## src/rtl/muldiv_pkg.sv

```systemverilog
// Shared types and opcode constants for the EX-stage iterative multiply/divide unit.
// The divider ops are only recognised when MULDIV_DIV_EN is defined.
package muldiv_pkg;

  typedef enum logic [1:0] {
    IDLE,
    BUSY,
    DONE
  } state_e;

  localparam logic [2:0] F3_MUL   = 3'b000;
  localparam logic [2:0] F3_MULHU = 3'b011;
  localparam logic [2:0] F3_DIVU  = 3'b101;
  localparam logic [2:0] F3_REMU  = 3'b111;

  localparam logic [6:0] FUNCT7_MULDIV = 7'b0000001;

  // True for ops that run the XLEN-step datapath; anything else completes at once with result 0.
  function automatic logic op_iterates(input logic [9:0] funct);
    logic [2:0] f3;
    f3 = funct[2:0];
    if (funct[9:3] != FUNCT7_MULDIV) return 1'b0;
`ifdef MULDIV_DIV_EN
    return f3 inside {F3_MUL, F3_MULHU, F3_DIVU, F3_REMU};
`else
    return f3 inside {F3_MUL, F3_MULHU};
`endif
  endfunction

endpackage

```

## src/rtl/ex_muldiv_unit_if.sv

```systemverilog
// ID/EX-side request and EX/MEM-side response bundle of the multiply/divide unit.
interface ex_muldiv_unit_if #(
  parameter int XLEN = 32
);
  logic            start_i;
  logic            kill_i;
  logic [9:0]      funct_i;
  logic [XLEN-1:0] data1_i;
  logic [XLEN-1:0] data2_i;
  logic [4:0]      RDaddr_i;
  logic            stall_o;
  logic            result_valid_o;
  logic [XLEN-1:0] result_o;
  logic [4:0]      RDaddr_o;

  modport master (
    output start_i, kill_i, funct_i, data1_i, data2_i, RDaddr_i,
    input  stall_o, result_valid_o, result_o, RDaddr_o
  );

  modport slave (
    input  start_i, kill_i, funct_i, data1_i, data2_i, RDaddr_i,
    output stall_o, result_valid_o, result_o, RDaddr_o
  );
endinterface

```

## src/rtl/muldiv_iter_core.sv

```systemverilog
// Radix-2 datapath: one shift-add (multiply) or restoring-subtract (divide) step per i_step.
// The divide half exists only when MULDIV_DIV_EN is defined.
module muldiv_iter_core #(
  parameter int XLEN = 32
) (
  input  logic              clk_i,
  input  logic              i_load,
  input  logic              i_step,
`ifdef MULDIV_DIV_EN
  input  logic              i_is_div,
  output logic [XLEN-1:0]   o_quot_nxt,
  output logic [XLEN-1:0]   o_rem_nxt,
`endif
  input  logic [XLEN-1:0]   i_a,
  input  logic [XLEN-1:0]   i_b,
  output logic [2*XLEN-1:0] o_prod_nxt
);

  // r_acc holds {partial product, multiplier} or, for divide, the dividend/quotient in its low half.
  logic [2*XLEN-1:0] r_acc;
  logic [XLEN-1:0]   r_opb;
  logic [XLEN:0]     w_sum;

  assign w_sum      = {1'b0, r_acc[2*XLEN-1:XLEN]} + {1'b0, r_opb};
  assign o_prod_nxt = r_acc[0] ? {w_sum, r_acc[XLEN-1:1]} : {1'b0, r_acc[2*XLEN-1:1]};

`ifdef MULDIV_DIV_EN
  logic [XLEN-1:0] r_rem;
  logic [XLEN:0]   w_trial;
  logic [XLEN-1:0] w_diff;
  logic            w_ge;

  // A zero divisor always compares as fitting: quotient becomes all ones, remainder the dividend.
  assign w_trial    = {r_rem, r_acc[XLEN-1]};
  assign w_ge       = w_trial >= {1'b0, r_opb};
  assign w_diff     = w_trial[XLEN-1:0] - r_opb;
  assign o_rem_nxt  = w_ge ? w_diff : w_trial[XLEN-1:0];
  assign o_quot_nxt = {r_acc[XLEN-2:0], w_ge};
`endif

  // NOTE: datapath registers carry no reset; they are always loaded before being read.
  always_ff @(posedge clk_i) begin
    if (i_load) begin
      r_acc <= {{XLEN{1'b0}}, i_a};
      r_opb <= i_b;
`ifdef MULDIV_DIV_EN
      r_rem <= '0;
`endif
    end else if (i_step) begin
`ifdef MULDIV_DIV_EN
      if (i_is_div) begin
        r_acc[XLEN-1:0] <= o_quot_nxt;
        r_rem           <= o_rem_nxt;
      end else begin
        r_acc <= o_prod_nxt;
      end
`else
      r_acc <= o_prod_nxt;
`endif
    end
  end

endmodule

```

## src/rtl/ex_muldiv_unit.sv

```systemverilog
// EX-stage iterative unsigned MUL/MULHU (and DIVU/REMU with MULDIV_DIV_EN): FSM, counter,
// capture registers and pipeline stall; the arithmetic lives in muldiv_iter_core.
module ex_muldiv_unit
  import muldiv_pkg::*;
#(
  parameter int XLEN = 32
) (
  input logic             clk_i,
  input logic             rst_i,
  ex_muldiv_unit_if.slave bus
);

  localparam int CNT_W = $clog2(XLEN);

  state_e            r_state;
  logic [CNT_W-1:0]  r_cnt;
  logic [2:0]        r_funct3;
  logic [4:0]        r_rd;
  logic              r_valid;
  logic [XLEN-1:0]   r_result;
  logic [4:0]        r_rd_out;

  logic              w_accept;
  logic              w_busy;
  logic              w_last;
  logic [2*XLEN-1:0] w_prod_nxt;
  logic [XLEN-1:0]   w_final;
`ifdef MULDIV_DIV_EN
  logic [XLEN-1:0]   w_quot_nxt;
  logic [XLEN-1:0]   w_rem_nxt;
`endif

  assign w_accept = (r_state == IDLE) & bus.start_i & ~bus.kill_i;
  assign w_busy   = (r_state == BUSY);
  assign w_last   = w_busy & (r_cnt == CNT_W'(XLEN - 1));

  assign bus.stall_o        = w_accept | w_busy;
  assign bus.result_valid_o = r_valid;
  assign bus.result_o       = r_result;
  assign bus.RDaddr_o       = r_rd_out;

  muldiv_iter_core #(.XLEN(XLEN)) u_core (
    .clk_i      (clk_i),
    .i_load     (w_accept),
    .i_step     (w_busy),
`ifdef MULDIV_DIV_EN
    .i_is_div   (r_funct3[2]),
    .o_quot_nxt (w_quot_nxt),
    .o_rem_nxt  (w_rem_nxt),
`endif
    .i_a        (bus.data1_i),
    .i_b        (bus.data2_i),
    .o_prod_nxt (w_prod_nxt)
  );

  // The final step and the result capture share one edge, so select from the core's next values.
  always_comb begin
    // NOTE: the default assignment comes first so no path leaves w_final unassigned (no latch).
    w_final = '0;
    case (r_funct3)
      F3_MUL:   w_final = w_prod_nxt[XLEN-1:0];
      F3_MULHU: w_final = w_prod_nxt[2*XLEN-1:XLEN];
`ifdef MULDIV_DIV_EN
      F3_DIVU:  w_final = w_quot_nxt;
      F3_REMU:  w_final = w_rem_nxt;
`endif
      default:  w_final = '0;
    endcase
  end

  // NOTE: non-blocking assignments keep every register updating from its pre-edge value.
  always_ff @(posedge clk_i) begin
    if (rst_i) begin
      r_state  <= IDLE;
      r_cnt    <= '0;
      r_funct3 <= '0;
      r_rd     <= '0;
      r_valid  <= 1'b0;
      r_result <= '0;
      r_rd_out <= '0;
    end else begin
      case (r_state)
        IDLE: begin
          r_valid <= 1'b0;
          if (w_accept) begin
            r_cnt    <= '0;
            r_funct3 <= bus.funct_i[2:0];
            r_rd     <= bus.RDaddr_i;
            if (op_iterates(bus.funct_i)) begin
              r_state <= BUSY;
            end else begin
              r_state  <= DONE;
              r_valid  <= 1'b1;
              r_result <= '0;
              r_rd_out <= bus.RDaddr_i;
            end
          end
        end
        BUSY: begin
          if (bus.kill_i) begin
            r_state <= IDLE;
          end else begin
            r_cnt <= r_cnt + CNT_W'(1);
            if (w_last) begin
              r_state  <= DONE;
              r_valid  <= 1'b1;
              r_result <= w_final;
              r_rd_out <= r_rd;
            end
          end
        end
        // start_i still shows the finished instruction here, so it is ignored.
        DONE: begin
          r_state <= IDLE;
          r_valid <= 1'b0;
        end
        default: begin
          r_state <= IDLE;
          r_valid <= 1'b0;
        end
      endcase
    end
  end

endmodule
```

## src/flat_wrapper.sv

```systemverilog
// flat-port wrapper written by rule: the top's interface ports become plain ports
module ex_muldiv_unit_flat import muldiv_pkg::*;
#(
  parameter int XLEN = 32
)
  (clk_i, rst_i, bus_start_i, bus_kill_i, bus_funct_i, bus_data1_i, bus_data2_i, bus_RDaddr_i, bus_stall_o, bus_result_valid_o, bus_result_o, bus_RDaddr_o);
  ex_muldiv_unit_if #(.XLEN(XLEN)) bus_i ();
  input logic clk_i;
  input logic rst_i;
  input wire logic [$bits(bus_i.start_i)-1:0] bus_start_i;
  input wire logic [$bits(bus_i.kill_i)-1:0] bus_kill_i;
  input wire logic [$bits(bus_i.funct_i)-1:0] bus_funct_i;
  input wire logic [$bits(bus_i.data1_i)-1:0] bus_data1_i;
  input wire logic [$bits(bus_i.data2_i)-1:0] bus_data2_i;
  input wire logic [$bits(bus_i.RDaddr_i)-1:0] bus_RDaddr_i;
  output wire logic [$bits(bus_i.stall_o)-1:0] bus_stall_o;
  output wire logic [$bits(bus_i.result_valid_o)-1:0] bus_result_valid_o;
  output wire logic [$bits(bus_i.result_o)-1:0] bus_result_o;
  output wire logic [$bits(bus_i.RDaddr_o)-1:0] bus_RDaddr_o;
  assign bus_i.start_i = bus_start_i;
  assign bus_i.kill_i = bus_kill_i;
  assign bus_i.funct_i = bus_funct_i;
  assign bus_i.data1_i = bus_data1_i;
  assign bus_i.data2_i = bus_data2_i;
  assign bus_i.RDaddr_i = bus_RDaddr_i;
  assign bus_stall_o = bus_i.stall_o;
  assign bus_result_valid_o = bus_i.result_valid_o;
  assign bus_result_o = bus_i.result_o;
  assign bus_RDaddr_o = bus_i.RDaddr_o;
  ex_muldiv_unit #(.XLEN(XLEN)) u_core (.clk_i(clk_i), .rst_i(rst_i), .bus(bus_i));
endmodule
```

## config.mk

```make
export PLATFORM = sky130hd
export DESIGN_NAME = ex_muldiv_unit_flat
export DESIGN_NICKNAME = d
export VERILOG_FILES = /design/src/rtl/muldiv_pkg.sv /design/src/rtl/ex_muldiv_unit_if.sv /design/src/rtl/muldiv_iter_core.sv /design/src/rtl/ex_muldiv_unit.sv /design/src/flat_wrapper.sv
export SDC_FILE = /design/constraint.sdc
export NUM_CORES = 1
export LEC_CHECK = 0
export CORE_AREA = 2 2 143 145
export DETAILED_ROUTE_END_ITERATION = 10
export DIE_AREA = 0 0 145 147
export GPL_ROUTABILITY_DRIVEN = 0
export SLEW_MARGIN = 20
export SYNTH_ARGS = -nofsm -noshare
export SYNTH_HDL_FRONTEND = slang
export SYNTH_SLANG_ARGS = --single-unit
```

## constraint.sdc

```tcl
create_clock -name clk_i -period 5.35 [get_ports clk_i]
set_input_delay 1.3375 -clock clk_i [delete_from_list [all_inputs] [get_ports clk_i]]
set_output_delay 1.3375 -clock clk_i [all_outputs]
set_load 0.02 [all_outputs]
```

Word-level counts from Yosys, hierarchy flattened
Cells that the tools add are included.

Register bits: 149. Memories: 0. Bits in read-only memories: 0. Memory bits (writable): 0. Input port bits: 83. Output and inout bits: 39. Latch bits: 0.

Bitwise operators: 5. Eq/ne operators: 10. Multiplexer cells: 36. Add/sub/neg operators: 2. Multiply operators: 0. Divide/modulo/power cells: 0. Magnitude comparators: 0. Shifts and indexed selects: 0. Reduce and logical (&&, ||, !) cells: 11.

Operator list (number): 32-bit 2-to-1 mux (6); 32-bit case mux with 2 select lines (2); 64-bit 2-to-1 mux (1); 32-bit by 32-bit adder with 33-bit output (1); 5-bit 2-to-1 mux (6); 5-bit case mux with 2 select lines (2); 1-bit 2-to-1 mux (13); 2-bit 2-to-1 mux (4); 7-bit by 1-bit inequality test with 1-bit output, second input constant (1); 3-bit by 2-bit equality test with 1-bit output, second input constant (2); 3-bit logical NOT (2); 2-bit inequality test, second input constant (3); 2-bit AND reduction (3); 2-bit nonzero test (3); 5-bit by 1-bit adder with 5-bit output, second input constant (1); 5-bit equality test, second input constant (1); 5-bit AND reduction (1); 2-bit case mux with 2 select lines (1); 1-bit AND (3); 3-bit inequality test, second input constant (1); 3-bit AND reduction (1); 2-bit by 1-bit equality test with 1-bit output, second input constant (1); 2-bit logical NOT (1); 2-bit by 1-bit inequality test with 1-bit output, second input constant (1); 3 further kinds (3).

Longest topological paths before layout
Depth in word-level cells: 13. Mapped depth: 11. Depth with buffers taken out: 11.

Cells and area by module
From an unflattened synthesis, not the netlist that was laid out.

Cells, all modules: 830. Area total of the unflattened synthesis: 8494.4 um^2.

Modules (own cells, without submodules): muldiv_iter_core (area an instance 5985.7 um^2, times used 1, cells each 565); ex_muldiv_unit (area an instance 2508.7 um^2, times used 1, cells each 265).

Least setup slack after synthesis
OpenSTA, ideal clock, no wires.

Path type: in2out. Start point: input bus_start_i. End point: output bus_stall_o. Required time: 4.013 ns. Stages: 6. Arrival: 2.835 ns. Path slack: 1.178 ns. Path through: nor2b_1 -> nand2_1 -> clkinv_1 -> nor2_1 -> clkbuf_1 -> inv_1.

Longest elaborated chain between the ends: 3.

Ends and longest elaborated chain: start, declared (line flat_wrapper.sv:10) `input wire logic [$bits(bus_i.start_i)-1:0] bus_start_i;`; 1-bit AND (2 in series) (line ex_muldiv_unit.sv:33) `assign w_accept = (r_state == IDLE) & bus.start_i & ~bus.kill_i;`; 1-bit bitwise OR (line ex_muldiv_unit.sv:37) `assign bus.stall_o = w_accept | w_busy;`; end, declared (line flat_wrapper.sv:16) `output wire logic [$bits(bus_i.stall_o)-1:0] bus_stall_o;`.

No other way between the ends.

Worst setup path after layout
Start point: input bus_kill_i. End point: output bus_stall_o.

Longest elaborated chain between the ends: 3.

Ends and longest elaborated chain: start, declared (line flat_wrapper.sv:11) `input wire logic [$bits(bus_i.kill_i)-1:0] bus_kill_i;`; 1-bit NOT (line ex_muldiv_unit.sv:33); 1-bit AND (line ex_muldiv_unit.sv:33); 1-bit bitwise OR (line ex_muldiv_unit.sv:37).

No other way between the ends.

==> impl_results.md <==
- Status: complete, no violations
- Worst skew pair latency: ~0.43 ns
- Distinct cells, synth: 62
- Maxcap violations: 0
- FF-to-FF path depth: 11
- Sw frac: a little over a third
- Antenna Violating Nets Remaining: 0
- Synth Warn #: 0
- First-pass GRT wire length: 34600 µm
- Initial drt markers: ~530
- Num rows: 52
- Starting Density: a little under two fifths
- Most common cell on crit path: clkdlybuf4s50_1
- Fin. Hold Viols: 0
- Antenna violations before repair: 0
- Ant. Diodes: 0
- Ports: roughly 120
- Share of flip-flops with an asynchronous set or reset: 0%
- Critical Path Max Stage Delay: 0.60 ns
- Int Power: 2.832 mW
- Skew final: between 0.01 and 0.015 ns
- DR pass1 iterations: 7
- Vias in the first global route: ~6500
- Area Overhead vs Synth: 27.48%
- Comb pwr share: between 30% and 40%
- Cells along the critical path: clkdlybuf4s50_1 > nor2b_1 > nand2_2 > inv_2 > nor2_1 > inv_1 > clkdlybuf4s50_1
- Pin count of the biggest net entering global routing: 74
- Peak Freq: around 0.23 GHz
- Final Core Density: about half
- DIE HEIGHT: roughly 150 µm
- Post-synthesis cell type with the largest combined area: edfxtp_1
- Tcrit/Tclk final: about four fifths
- Synthesized netlist cell count: 840
- Num CTS Buffers: 17
- Syn_area_per_cell: a little over 9 µm²
- R2r startpoint: u_core.u_core.r_opb[0]
- Post-synthesis xor/xnor area fraction: roughly 3.4%
- Setup WS pre-CTS: between 1 and 1.5 ns
- Cell with the most instances after synthesis: nand2_1
- Min-delay worst type: flip-flop to flip-flop
- WL/cell: 17.52 µm
- DR vias: around 6600
- Core Region: between 15000 and 20000 µm²
- Cell area after synthesis: between 7000 and 8000 µm²
- Synth top area cells: edfxtp_1 25%, dfxtp_1 22%, nand2_1 9.0%, ha_1 5.6%, a21oi_1 4.3%
- Main flop type after synthesis: dfxtp_1
- Largest family of logic cells by synthesized area: compound AO/OA/AOI/OAI gates
- Area share of the largest cell type after synthesis: 25.23%
- Post-synth top cells: 182 x nand2_1, 85 x dfxtp_1, 65 x a21oi_1, 64 x edfxtp_1, 62 x o21ai_0
- Count of pins over their slew limit: 0
- I/O Buffers: between 100 and 150
- Layout cells sized above 1: 5.625%
- CTS max path bufs: 2
- CTS tree: built
- Min-Delay Endpoint: u_core.r_rd[2]
- GRT Total Usage: between 20 and 25%
- Synth Area in Compound Gates: between 20% and 30%
- Post-CTS resize count: 0
- Multiplexer area fraction after synthesis: ~2.0%
- Critical Path Sink Type: primary output
- Pleak: between 3 and 4 nW
- Nets: between 1000 and 1500
- Cell Area, Placed: between 9000 and 10000 µm²
- Total Power: 4.418 mW
- Post-DP HPWL: approximately 15000 µm
- H-tree depth: 4
- Syn_nets: between 900 and 1000
- Crit path time final: around 4.3 ns
- Power per cell area: ~450 nW/µm²
- Synth Area in Simple Gates: 18.20%
- TNS Setup: 0 ns
- Worst-path fanout max: 8
- Switching power: roughly 1.6 mW
- Fin worst setup slack: ~1.1 ns
- Total gr overflow: 0
- Worst Tran Pin Value: approximately 1.1 ns
- Critical path arrival: 2.94 ns
- Sequential fraction of the synthesis area: between 40% and 50%
- Inst Count DP: around 1200
- Vias per cell: ~5.3
- # clock sinks: between 100 and 150
- RSZ-0062 raised after global routing: false
- Max transition margin: ~29%
- Max VDD drop: ~0.22 mV
- Final setup viols: 0
- Chip Width: ~150 µm
- Clock Tree Root: clkbuf_16
- Die Footprint: around 21000 µm²
- Setup Fix Bufs, Post-CTS: 0
- Worst hold start: u_core.r_rd[2]
- Critical path class: primary input to primary output
- Hold depth: 2
- Sequential share of power: 35.0%
- Final wirelength: 21550 µm
- Hold buffers post-CTS: 0
- Post-route cell area: approximately 9700 µm²
- Reg2reg setup slack: around 2.2 ns
- Worst-path clk slew: around 0.06 ns
- Slowest cell on the critical path: clkdlybuf4s50_1
- Worst Setup Start Kind: primary input
- CP Data Required Time: between 4 and 5 ns
- Hold slack: ~0.46 ns
- Number of flops mapped to enable cells by yosys: 64
- Clock power share: between 20% and 30%
- Yosys reg bits: around 150
- Adder-cell share of the synthesized area: 5.848%
- DRC violations left: 0
- Non-Filler Instances: around 1200
- Reg-to-reg endpoint: u_core.u_core.r_acc[63]
[layout by cell type, fill, tap and decap left out, types with 9 or more instances in the layout]
master,synthesis,routed
edfxtp_1,64,64
nand3_1,23,23
mux2i_1,15,15
dfxtp_1,85,85
a21oi_1,65,65
o21ai_0,62,62
xnor2_1,23,23
nand2_1,182,181
a22oi_1,22,22
clkdlybuf4s50_1,0,121
buf_4,0,11
a21o_1,16,16
nand4_1,9,9
ha_1,34,34
and3_1,12,12
inv_1,10,10
nor2_1,54,53
nor3_1,11,11
clkbuf_16,0,20
[metal layers]
metal | vias to the layer above | routed length (µm) | global-route usage, %
li1 | 3275 | - | -
met1 | 3077 | 9964 | 27.06
met2 | 194 | 10140 | 34.79
met3 | 19 | 1234 | 4.938
met4 | 0 | 205 | 4.158
met5 | - | 0 | 0
[power groups by stage]
stage	Combinational [mW]	Sequential (mW)	Clock, mW
detailed placement	1.59	1.57	0
global route	1.80	1.57	1.33
CTS	1.60	1.55	1.28
floorplan	1.18	1.51	0
global placement	1.58	1.57	0
finish	1.61	1.55	1.27
[registers in the layout, indices dropped and copies added (netlist names)]
signal                     count
u_core.bus.result_valid_o      1
u_core.r_state                 2
u_core.bus.result_o           32
u_core.r_cnt                   5
u_core.u_core.r_acc           64
u_core.r_funct3                3
u_core.bus.RDaddr_o            5
u_core.u_core.r_opb           32
u_core.r_rd                    5
[worst max path at each step]
| stage | from | end | slack (ns) | depth (start not counted) |
|---|---|---|---|---|
| 6_report | bus_kill_i | bus_stall_o | 1.08 | 7 |
| 5_1_grt | bus_kill_i | bus_stall_o | 0.93 | 7 |
| 4_1_cts | bus_kill_i | bus_stall_o | 1.06 | 7 |
| 3_5_place_dp | bus_kill_i | bus_stall_o | 1.07 | 7 |
| 3_3_place_gp | bus_kill_i | bus_stall_o | 1.07 | 7 |
| 2_1_floorplan | bus_start_i | bus_stall_o | 1.18 | 6 |
[kinds of logic after synthesis]
kind of cell / Yosys count
xor+xnor: 30
simple gates: 318
compound gates: 238
buf+inv: 55
fa+ha+maj: 35
flops: 149
mux: 15
[worst max-delay path, delay by kind of cell]
| kind | cells | cell delay (ns) |
|---|---|---|
| AND/OR/NAND/NOR | 3 | 0.34 |
| buffers and inverters | 4 | 1.25 |
[final cells by class]
cell class	instances	area, µm²
inverter	11	41.29
timing repair buffer	132	1294
clock buffer	26	543.0
fill	1922	10130
clock inverter	6	82.58
sequential	149	3623
multi-input combinational	636	3789
tap	270	337.8
(Power assumes the default switching activity.)
